===== src/rtl/axis_pattern_pkg.sv =====
// Shared definitions for the AXI4-Stream pattern source: FSM encoding and
// the all-lanes-valid keep constant.
package axis_pattern_pkg;

  typedef enum logic [1:0] {
    ST_IDLE = 2'd0,
    ST_SEND = 2'd1,
    ST_GAP  = 2'd2
  } state_t;

  // Wide enough for any practical tdata width; users slice off DATA_WIDTH/8 bits.
  localparam int unsigned MAX_KEEP_WIDTH = 128;
  localparam logic [MAX_KEEP_WIDTH-1:0] KEEP_ALL = '1;

endpackage


===== src/rtl/axis_pattern_source.sv =====
// AXI4-Stream packet generator: on start, emits pkt_count packets of pkt_len
// beats carrying an incrementing pattern from seed, with gap idle cycles between packets.
module axis_pattern_source
  import axis_pattern_pkg::*;
#(
  parameter int DATA_WIDTH = 32,
  parameter int LEN_WIDTH  = 16,
  parameter int GAP_WIDTH  = 8
) (
  input  logic                    clk,
  input  logic                    reset,
  input  logic                    start,
  input  logic [LEN_WIDTH-1:0]    pkt_len,
  input  logic [15:0]             pkt_count,
  input  logic [GAP_WIDTH-1:0]    gap,
  input  logic [DATA_WIDTH-1:0]   seed,
  output logic                    busy,
  output logic                    done,
  output logic [DATA_WIDTH-1:0]   m_axis_tdata,
  output logic [DATA_WIDTH/8-1:0] m_axis_tkeep,
  output logic                    m_axis_tlast,
  output logic                    m_axis_tvalid,
  input  logic                    m_axis_tready,
  output logic [1:0]              state
);

  localparam int KEEP_WIDTH = DATA_WIDTH / 8;
  localparam logic [LEN_WIDTH-1:0]  LEN_ONE  = LEN_WIDTH'(1);
  localparam logic [GAP_WIDTH-1:0]  GAP_ONE  = GAP_WIDTH'(1);
  localparam logic [15:0]           CNT_ONE  = 16'd1;
  localparam logic [DATA_WIDTH-1:0] DATA_ONE = DATA_WIDTH'(1);

  state_t                 state_q, state_d;
  logic                   done_d;
  logic [LEN_WIDTH-1:0]   len_q, beat_q;
  logic [15:0]            count_q, pkt_q;
  logic [GAP_WIDTH-1:0]   gap_cfg_q, gap_q;

  logic cfg_zero, handshake, beat_last, pkt_last;

  assign cfg_zero  = (pkt_len == '0) || (pkt_count == '0);
  assign handshake = m_axis_tvalid && m_axis_tready;
  assign beat_last = (beat_q == len_q - LEN_ONE);
  assign pkt_last  = (pkt_q == count_q - CNT_ONE);
  assign state     = state_q;

  // NOTE: every always_comb output gets a default first, so no path can infer a latch.
  always_comb begin
    state_d = state_q;
    done_d  = 1'b0;
    unique case (state_q)
      ST_IDLE: begin
        if (start) begin
          if (cfg_zero) done_d  = 1'b1;
          else          state_d = ST_SEND;
        end
      end
      ST_SEND: begin
        if (handshake && beat_last) begin
          if (pkt_last) begin
            state_d = ST_IDLE;
            done_d  = 1'b1;
          end else if (gap_cfg_q != '0) begin
            state_d = ST_GAP;
          end
        end
      end
      ST_GAP: begin
        if (gap_q == GAP_ONE) state_d = ST_SEND;
      end
      default: state_d = ST_IDLE;
    endcase
  end

  // NOTE: sequential state uses non-blocking assignments so every register
  // samples the pre-edge values of its neighbours.
  always_ff @(posedge clk) begin
    if (reset) begin
      // NOTE: there is no storage array here, so every register is reset and a
      // reset mid-run leaves nothing stale behind.
      state_q       <= ST_IDLE;
      busy          <= 1'b0;
      done          <= 1'b0;
      m_axis_tdata  <= '0;
      m_axis_tkeep  <= '0;
      m_axis_tlast  <= 1'b0;
      m_axis_tvalid <= 1'b0;
      len_q         <= '0;
      beat_q        <= '0;
      count_q       <= '0;
      pkt_q         <= '0;
      gap_cfg_q     <= '0;
      gap_q         <= '0;
    end else begin
      state_q       <= state_d;
      busy          <= (state_d != ST_IDLE);
      done          <= done_d;
      m_axis_tvalid <= (state_d == ST_SEND);
      m_axis_tkeep  <= (state_d == ST_SEND) ? KEEP_ALL[KEEP_WIDTH-1:0] : '0;

      unique case (state_q)
        ST_IDLE: begin
          if (start && !cfg_zero) begin
            len_q        <= pkt_len;
            count_q      <= pkt_count;
            gap_cfg_q    <= gap;
            m_axis_tdata <= seed;
            beat_q       <= '0;
            pkt_q        <= '0;
            m_axis_tlast <= (pkt_len == LEN_ONE);
          end
        end
        ST_SEND: begin
          if (handshake) begin
            // Data runs continuously across packet boundaries.
            m_axis_tdata <= m_axis_tdata + DATA_ONE;
            if (beat_last) begin
              beat_q       <= '0;
              pkt_q        <= pkt_q + CNT_ONE;
              gap_q        <= gap_cfg_q;
              m_axis_tlast <= (state_d == ST_SEND) && (len_q == LEN_ONE);
            end else begin
              beat_q       <= beat_q + LEN_ONE;
              m_axis_tlast <= (beat_q + LEN_ONE == len_q - LEN_ONE);
            end
          end
        end
        ST_GAP: begin
          gap_q <= gap_q - GAP_ONE;
          if (state_d == ST_SEND) m_axis_tlast <= (len_q == LEN_ONE);
        end
        default: ;
      endcase
    end
  end

endmodule


===== config.mk =====
export PLATFORM = sky130hd
export DESIGN_NAME = axis_pattern_source
export DESIGN_NICKNAME = d
export VERILOG_FILES = /design/src/rtl/axis_pattern_pkg.sv /design/src/rtl/axis_pattern_source.sv
export SDC_FILE = /design/constraint.sdc
export NUM_CORES = 1
export LEC_CHECK = 0
export ABC_AREA = 0
export CORE_UTILIZATION = 45
export CTS_CLUSTER_SIZE = 28
export DETAILED_ROUTE_END_ITERATION = 6
export MAX_ROUTING_LAYER = met4
export PLACE_DENSITY = 0.68
export SYNTH_ARGS = -nofsm -noshare
export SYNTH_HDL_FRONTEND = slang
export SYNTH_SLANG_ARGS = --single-unit

===== constraint.sdc =====
create_clock -name clk -period 3.9 [get_ports clk]
set_input_delay 0.975 -clock clk [delete_from_list [all_inputs] [get_ports clk]]
set_output_delay 0.975 -clock clk [all_outputs]
set_load 0.005 [all_outputs]

==> results.yml, run 1 <==
run_status:
  status: "completed"
critical_path:
  required_ns: 4.23
  cp-start-kind: "register"
  worstSetupEndpointType: "register"
  cp.arrival_ns: 3.89
  max_stage_delay_ns: 0.66
  crit_chain: "or4_4 -> or3_4 -> or3_4 -> a21oi_1 -> nand4bb_1 -> nor3_1 -> a21o_1 -> a21oi_1 -> a211oi_1"
  slowest_stage: "or4_4"
  path_class: "reg -> reg"
  cp_max_fo: 15
grt:
  grt_pass1_vias: 7056
  grt_overflow: 0
  grt_antenna_before_repair: 0
  grt_pass1_wl_um: 36100
  grt_usage_pct: 26.1
  grt_max_degree: 63
route:
  route.met2.wl_um: 10200
  drc: 0
  wl_met1_um: 10100
  via_count: 7553
  vias_per_cell: 5.74
  highest_layer: "met4"
  dr.pass1.iters: 5
  routed_wl_um: 22000
  antenna_left: 0
  wl_met3_um: 1340
  drtIter0Drc: 519
  wire_per_inst_um: 16.7
floorplan:
  core_um2: 16700
  die_width_um: 133
  die-area_um2: 17700
  rows: 47
  start_util_pct: 46.3
  io_pins: 118
  fp.dieH_um: 133
clock_tree:
  post_cts_buffers: 0
  numCtsBuffers: 17
  root_buffer: "clkbuf_16"
  cts_tree: "done"
  htree_levels: 4
  cts_hold_buffers: 0
  cts_buffer_depth: 2
  cts.clk_slew.worst_paths_ns: 0.06
  clkLatencyLatePin_ns: 0.42
  cts-resized-gates: 0
  cts.sinks: 118
yosys:
  synth_seq_cells: 118
  async_flop_share_pct: 0
  synth.distinct_cells: 78
  synthFlopType: "dfxtp_1"
  synth-edff-count: 0
  yosysSeqAreaShare_pct: 30.6
  syn-num-nets: 1081
  synth_area_per_cell_um2: 7.78
  netlist_area_um2: 7730
  syn_inst: 993
  synth_warnings: 0
timing:
  tns_ns: 0
  setup_violations: 0
  maxSlewHeadroom_pct: 42.9
  hold_violations: 0
  grt_setup_unrepaired: "no"
  fin_worst_skew_ns: 0.0119
  drv_slew: 0
  period_share_pct: 91.4
  fin_ws_ns: 0.335
  tightest_slew_ns: 0.848
  min_period_ns: 3.57
  fmax_ghz: 0.281
layout:
  syn2layout_area_growth_pct: 25.8
  drive_gt1_share_pct: 7.20
  layout_common_cells: "nor2_1 (118), dfxtp_1 (118), clkdlybuf4s50_1 (116), nand2_1 (102), a21oi_1 (57)"
  stdcell_count: 1317
  fin_nets: 1172
  antenna_cells: 0
place:
  place_congestion: 0.921
  portBuffers: 117
  placed_cells: 1285
  hpwl_um: 16000
  post-place-ws_ns: 0.311
power:
  peakVddDrop_mv: 0.266
  p_leak_uw: 0.00360
  p_per_area_nw_per_um2: 399
flow_run:
  maxCapViolCount: 0
worst_hold_path:
  hp-class: "reg -> reg"
layer usage:
| layer | vias up | global-route usage [%] |
|---|---|---|
| li1 | 3775 | - |
| met1 | 3527 | 32.8 |
| met2 | 218 | 40.8 |
| met3 | 33 | 6.59 |
| met4 | 0 | 8.62 |
| met5 | - | - |
final cells by class:
cell class	count	area (um^2)
Timing Repair Buffer	135	1330
Clock buffer	20	457
Sequential cell	118	2360
Clock inverter	12	175
Inverter	29	109
Tap cell	220	275
Multi-Input combinational cell	783	5010
Fill cell	1569	6980
worst max-delay path, delay by kind of cell (launching register included):
family,cells,cell delay [ns]
compound gates,4,0.97
simple gates,5,2.08
flops,1,0.43
flip-flops by register name (all words and copies together), names as in the netlist, 2 cells and up:
| register | count |
|---|---|
| m_axis_tdata | 32 |
| beat_q | 16 |
| count_q | 16 |
| len_q | 16 |
| pkt_q | 16 |
| gap_cfg_q | 8 |
| gap_q | 8 |
| state | 2 |
logic make-up (layout without fill, tap and decap cells):
kind of cell	after synthesis	count (layout)	share of synthesized area, %
AND/OR/NAND/NOR	437	437	29.0
AO/OA/AOI/OAI	211	211	17.6
flip-flops	118	118	30.6
buffers and inverters	92	196	4.89
XOR/XNOR	78	78	10.1
multiplexers	45	45	5.84
adder cells (fa/ha/maj)	12	12	1.94
path summary, 6_finish.rpt:
| path | from | to | slack, ns | depth (start not counted) |
|---|---|---|---|---|
| max | len_q[5] | gap_q[3] | 0.33 | 9 |
| min | m_axis_tdata[31] | m_axis_tdata[31] | 0.49 | 2 |
| max reg2reg | len_q[5] | gap_q[3] | 0.33 | 9 |
| min reg2reg | m_axis_tdata[31] | m_axis_tdata[31] | 0.49 | 2 |
stage by stage:
stage | hold slack [ns] | total power [uW] | area (um^2) | util (%)
CTS | 0.487 | 3900 | 9720 | 58.2
detailed placement | 0.478 | 2210 | 9090 | 54.4
finish | 0.485 | 3880 | 9720 | 58.2
global placement | 0.479 | 2210 | 9090 | 54.4
global route | 0.517 | 4050 | 9720 | 58.2
floorplan | 0.463 | 1900 | 7730 | -
cells in the mapped netlist (all sizes together) (3+ instances only):
cell type | number | area share [%]
inv | 29 | 1.4
buf | 14 | 1.1
xor2 | 22 | 2.5
nand4b | 3 | 0.53
nand4 | 20 | 1.6
nor4b | 5 | 0.76
and3 | 12 | 0.97
o31ai | 9 | 0.87
nor3 | 41 | 2.7
a211oi | 17 | 1.7
xnor2 | 49 | 5.6
or3 | 13 | 1.2
nand2 | 102 | 5.0
o21a | 6 | 0.60
nand2b | 11 | 0.89
o21ai | 47 | 3.0
nand3b | 6 | 0.58
a21oi | 59 | 4.0
a31o | 3 | 0.34
and2 | 3 | 0.24
a31oi | 6 | 0.49
o22ai | 12 | 0.97
or2 | 7 | 0.57
o2bb2ai | 3 | 0.34
or4 | 9 | 0.92
and4 | 3 | 0.34
nor2b | 4 | 0.32
nor2 | 118 | 5.7
a22oi | 11 | 1.1
ha | 12 | 1.9
a221oi | 3 | 0.34
mux2i | 44 | 5.7
nor3b | 4 | 0.39
o211ai | 7 | 0.68
xnor3 | 6 | 1.7
clkbuf | 49 | 2.4
dfxtp | 118 | 31
nand3 | 35 | 2.3
nor4 | 33 | 3.0
a22o | 3 | 0.34
power breakdown:
group | switching (uW) | total, uW | internal, uW | leakage (uW)
combinational | 424 | 833 | 408 | 0.00233
sequential | 99.6 | 1370 | 1270 | 0.000964
clock | 578 | 1680 | 1100 | 0.000302
Power figures use the tool's default switching activity.
==> inputs of run 2 (changes only) <==
==> constraint.sdc (replaced) <==
create_clock -name clk -period 3.85 [get_ports clk]
set_input_delay 0.9625 -clock clk [delete_from_list [all_inputs] [get_ports clk]]
set_output_delay 0.9625 -clock clk [all_outputs]
set_load 0.005 [all_outputs]
==> run 2 against run 1 <==
Utilization is 0.082 points higher. Count of clock-buffer cells in the layout is 2 higher. First-iteration DRC count is 4.8% lower. Sequential cell count stayed put. Clock skew is 0.0036 ns lower. Die area stayed put. Largest cell class unchanged. Highest routed layer unchanged.
==> results.yml, run 2 (synthesis gave the netlist of run 1 again) <==
floorplan:
  io_pins: 118
  rows: 47
  core_um2: 16700
  fp.dieH_um: 133
  die_width_um: 133
  die-area_um2: 17700
  start_util_pct: 46.3
critical_path:
  cp_max_fo: 15
  cp-start-kind: "register"
  required_ns: 4.18
  worstSetupEndpointType: "register"
  max_stage_delay_ns: 0.63
  slowest_stage: "or3b_2"
  cp.arrival_ns: 3.80
  crit_chain: "inv_1 -> ha_1 -> or3b_2 -> nor4_1 -> nor4b_1 -> a31o_2 -> o21ai_0 -> nor3_1 -> a21o_2 -> a21oi_1 -> a211oi_1"
  path_class: "reg -> reg"
grt:
  grt_usage_pct: 26.7
  grt_pass1_wl_um: 36700
  grt_pass1_vias: 7161
  grt_max_degree: 61
  grt_overflow: 0
  grt_antenna_before_repair: 0
route:
  wire_per_inst_um: 16.8
  via_count: 7575
  antenna_left: 0
  routed_wl_um: 22200
  vias_per_cell: 5.74
  drtIter0Drc: 494
  dr.pass1.iters: 5
  drc: 0
place:
  place_congestion: 0.914
  hpwl_um: 16100
  post-place-ws_ns: 0.262
  portBuffers: 117
clock_tree:
  numCtsBuffers: 17
  clkLatencyLatePin_ns: 0.42
  cts.clk_slew.worst_paths_ns: 0.05
  cts_buffer_depth: 2
  post_cts_buffers: 0
  root_buffer: "clkbuf_16"
  cts_tree: "done"
  cts.sinks: 118
  htree_levels: 4
timing:
  grt_setup_unrepaired: "no"
  tightest_slew_ns: 0.764
  min_period_ns: 3.47
  tns_ns: 0
  fin_ws_ns: 0.378
  worst_hold_slack_ns: 0.499
  fin_worst_skew_ns: 0.00822
  drv_slew: 0
  period_share_pct: 90.2
  fmax_ghz: 0.288
  maxSlewHeadroom_pct: 48.6
  hold_violations: 0
  setup_violations: 0
run_status:
  status: "completed"
layout:
  antenna_cells: 0
  nFillCells: 1568
  final_util_pct: 58.3
  layout_common_cells: "nor2_1 (118), dfxtp_1 (118), clkdlybuf4s50_1 (116), nand2_1 (102), a21oi_1 (57)"
  top_register: "m_axis_tdata"
  multi_input_area_um2: 5010
  drive_gt1_share_pct: 7.36
  fin_nets: 1176
  syn2layout_area_growth_pct: 26.0
  largest_register_ffs: 32
  seqCellArea_um2: 2360
flow_run:
  maxCapViolCount: 0
power:
  p_per_area_nw_per_um2: 401
  peakVddDrop_mv: 0.323
  p_leak_uw: 0.00361
  p_total_uw: 3900
worst_hold_path:
  hp-class: "reg -> reg"
[run 2: path summary, 6_finish.rpt]
check                        start               end  slack, ns  depth (start not counted)
hold / removal    m_axis_tdata[31]  m_axis_tdata[31]       0.50                          2
hold reg to reg   m_axis_tdata[31]  m_axis_tdata[31]       0.50                          2
setup reg to reg          len_q[0]          gap_q[6]       0.38                         11
setup / recovery          len_q[0]          gap_q[6]       0.38                         11
[run 2: final cells by class]
class | instances | area share [%]
timing repair buffer | 139 | 14.0
tap | 220 | 2.83
multi-input combinational | 783 | 51.5
clock buffer | 22 | 4.77
inverter | 29 | 1.12
clock inverter | 9 | 1.54
sequential | 118 | 24.3
[run 2: routing by layer]
metal / GRT usage [%] / vias up / wire length (um) / share of wire (%)
li1: - / 3788 / - / -
met1: 33.5 / 3565 / 10200 / 46
met2: 42.2 / 186 / 10400 / 47
met4: 9.64 / 0 / 458 / 2.1
met3: 5.82 / 36 / 1080 / 4.9
met5: - / - / 0 / 0
[run 2: repair_timing]
| item | in CTS | in global routing |
|---|---|---|
| endpoints found under the hold margin | 0 | 0 |
| hold buffers | 0 | 0 |
| setup endpoints to repair | 0 | 3 |
| gates resized for setup | 0 | 1 |
[run 2: stage by stage]
stage | instance area, um^2 | instances
floorplan | 7730 | 993
global placement | 9120 | 1289
detailed placement | 9120 | 1289
CTS | 9730 | 1320
global route | 9730 | 1320
finish | 9730 | 1320
[run 2: power breakdown]
group	total, uW	internal [uW]	switching (uW)
Sequential	1380	1290	94.9
Combinational	852	417	435
Clock	1670	1110	558
Total	3900	2810	1090
[run 2: critical path, delay by kind of cell, from the launching register on]
| family | cells | cell delay, ns |
|---|---|---|
| simple gates | 4 | 1.70 |
| compound gates | 5 | 1.05 |
| flops | 1 | 0.38 |
| fa+ha+maj | 1 | 0.17 |
| buf+inv | 1 | 0.09 |
==> inputs of run 3 (changes only) <==
--- a/config.mk
+++ b/config.mk
@@ -6,11 +6,11 @@
 export NUM_CORES = 1
 export LEC_CHECK = 0
 export ABC_AREA = 0
-export CORE_UTILIZATION = 45
+export CORE_UTILIZATION = 55
 export CTS_CLUSTER_SIZE = 28
 export DETAILED_ROUTE_END_ITERATION = 6
 export MAX_ROUTING_LAYER = met4
-export PLACE_DENSITY = 0.68
+export PLACE_DENSITY = 0.81
 export SYNTH_ARGS = -nofsm -noshare
 export SYNTH_HDL_FRONTEND = slang
 export SYNTH_SLANG_ARGS = --single-unit
==> run 3 against run 2 <==
Sequential power barely moved. Global-route usage rose by 5.1 points. Non-clock buffer count fell by 1. Register-to-register slack got worse by 0.05 ns. Wire length fell by 1.7%. Hold slack got worse by 0.012 ns. Total power fell by 4.2%.
==> results.yml, run 3 (synthesis gave the netlist of run 1 again) <==
critical_path:
  cp.arrival_ns: 3.80
  worstSetupEndpointType: "register"
  path_class: "reg -> reg"
  r2r_setup_slack_ns: 0.33
  rr_worst_depth: 11
  cp-start-kind: "register"
  required_ns: 4.13
  crit_start: "len_q[1]"
  r2r_start: "len_q[1]"
  cp_max_fo: 13
place:
  portBuffers: 117
  place_congestion: 0.940
  hpwl_um: 15700
timing:
  tightest_slew_ns: 0.722
  fmax_ghz: 0.284
  drv_slew: 0
  grt_setup_unrepaired: "no"
  min_period_ns: 3.52
  period_share_pct: 91.4
  maxSlewHeadroom_pct: 51.8
  fin_worst_skew_ns: 0.00713
  hold_violations: 0
  setup_violations: 0
  tns_ns: 0
clock_tree:
  root_buffer: "clkbuf_16"
  cts_tree: "done"
  cts.sinks: 118
  cts_hold_buffers: 0
  post_cts_buffers: 0
  cts_buffer_depth: 2
  htree_levels: 4
  cts-resized-gates: 0
  cts.clk_slew.worst_paths_ns: 0.05
  numCtsBuffers: 17
  clkLatencyLatePin_ns: 0.42
power:
  p_per_area_nw_per_um2: 388
  p_leak_uw: 0.00358
  peakVddDrop_mv: 0.300
  p_total_uw: 3740
route:
  routed_wl_um: 21800
  drtIter0Drc: 728
  vias_per_cell: 6.13
  dr.pass1.iters: 7
  wire_per_inst_um: 17.1
  drc: 0
  antenna_left: 0
  via_count: 7828
grt:
  grt_max_degree: 61
  grt_pass1_wl_um: 36000
  grt_antenna_before_repair: 0
  grt_usage_pct: 31.8
  grt_overflow: 0
  grt_pass1_vias: 7312
layout:
  fin_nets: 1175
  syn2layout_area_growth_pct: 24.6
  multi_input_area_um2: 5010
  top_register: "m_axis_tdata"
  largest_register_ffs: 32
  final_util_pct: 71.6
  drive_gt1_share_pct: 7.45
  seqCellArea_um2: 2360
  antenna_cells: 0
  layout_common_cells: "nor2_1 (118), dfxtp_1 (118), clkdlybuf4s50_1 (116), nand2_1 (102), a21oi_1 (57)"
  nFillCells: 1128
floorplan:
  start_util_pct: 57.4
  rows: 42
  die-area_um2: 14500
  die_width_um: 121
  io_pins: 118
  fp.dieH_um: 121
  core_um2: 13500
worst_hold_path:
  whs_path_depth: 2
  hp-class: "reg -> reg"
  hold_start: "m_axis_tdata[31]"
flow_run:
  maxCapViolCount: 0
run_status:
  status: "completed"
[run 3: cell count changes in the layout (fill, tap and decap cells not counted), sizes merged]
| cell | before | now |
|---|---|---|
| inv | 29 | 30 |
| bufinv | 4 | 1 |
| clkbuf | 22 | 21 |
| clkinvlp | 2 | 4 |
| buf | 23 | 22 |
| clkinv | 3 | 5 |
[run 3: through the flow]
step	area (um^2)	instances	hold WS, ns	worst slack [ns]
global placement	9070	1244	0.479	0.372
finish	9630	1276	0.487	0.332
CTS	9630	1276	0.490	0.261
global route	9630	1276	0.510	0.111
detailed placement	9070	1244	0.479	0.261
floorplan	7730	993	0.463	0.769
[run 3: layout make-up]
class | count | share of cell area (%)
Clock inverter | 11 | 1.05
Sequential cell | 118 | 24.5
Inverter | 29 | 1.13
Timing Repair Buffer | 138 | 14.2
Multi-Input combinational cell | 783 | 52.1
Clock buffer | 21 | 4.78
Tap cell | 176 | 2.29
[run 3: layer usage]
metal  share of wire (%)  track usage [%]  wire length (um)  up-vias
li1                    -                -                 -     3771
met5                   0                -                 0        -
met2                  47             49.8             10100      275
met1                  44             40.5              9590     3735
met4                 2.5             11.8               548        0
met3                 6.9             6.60              1500       47
[run 3: critical path, cell delays in order, from the launching register on]
cell and delay (ns):
dfxtp_1 0.35, inv_1 0.10, ha_1 0.18, or3b_2 0.62, nor4_1 0.36, xnor2_1 0.34, nand4bb_1 0.23, and3b_2 0.34
a21oi_4 0.12, and4bb_2 0.25, a31oi_1 0.35, a22oi_1 0.15
[run 3: path summary, 6_finish.rpt]
check	to
max	m_axis_tlast
min	m_axis_tdata[31]
max reg2reg	m_axis_tlast
min reg2reg	m_axis_tdata[31]
[run 3: report_power, final]
group          switching, uW  internal (uW)  leakage (uW)
clock                    583            919      0.000265
sequential              95.4           1290      0.000964
combinational            435            417       0.00235
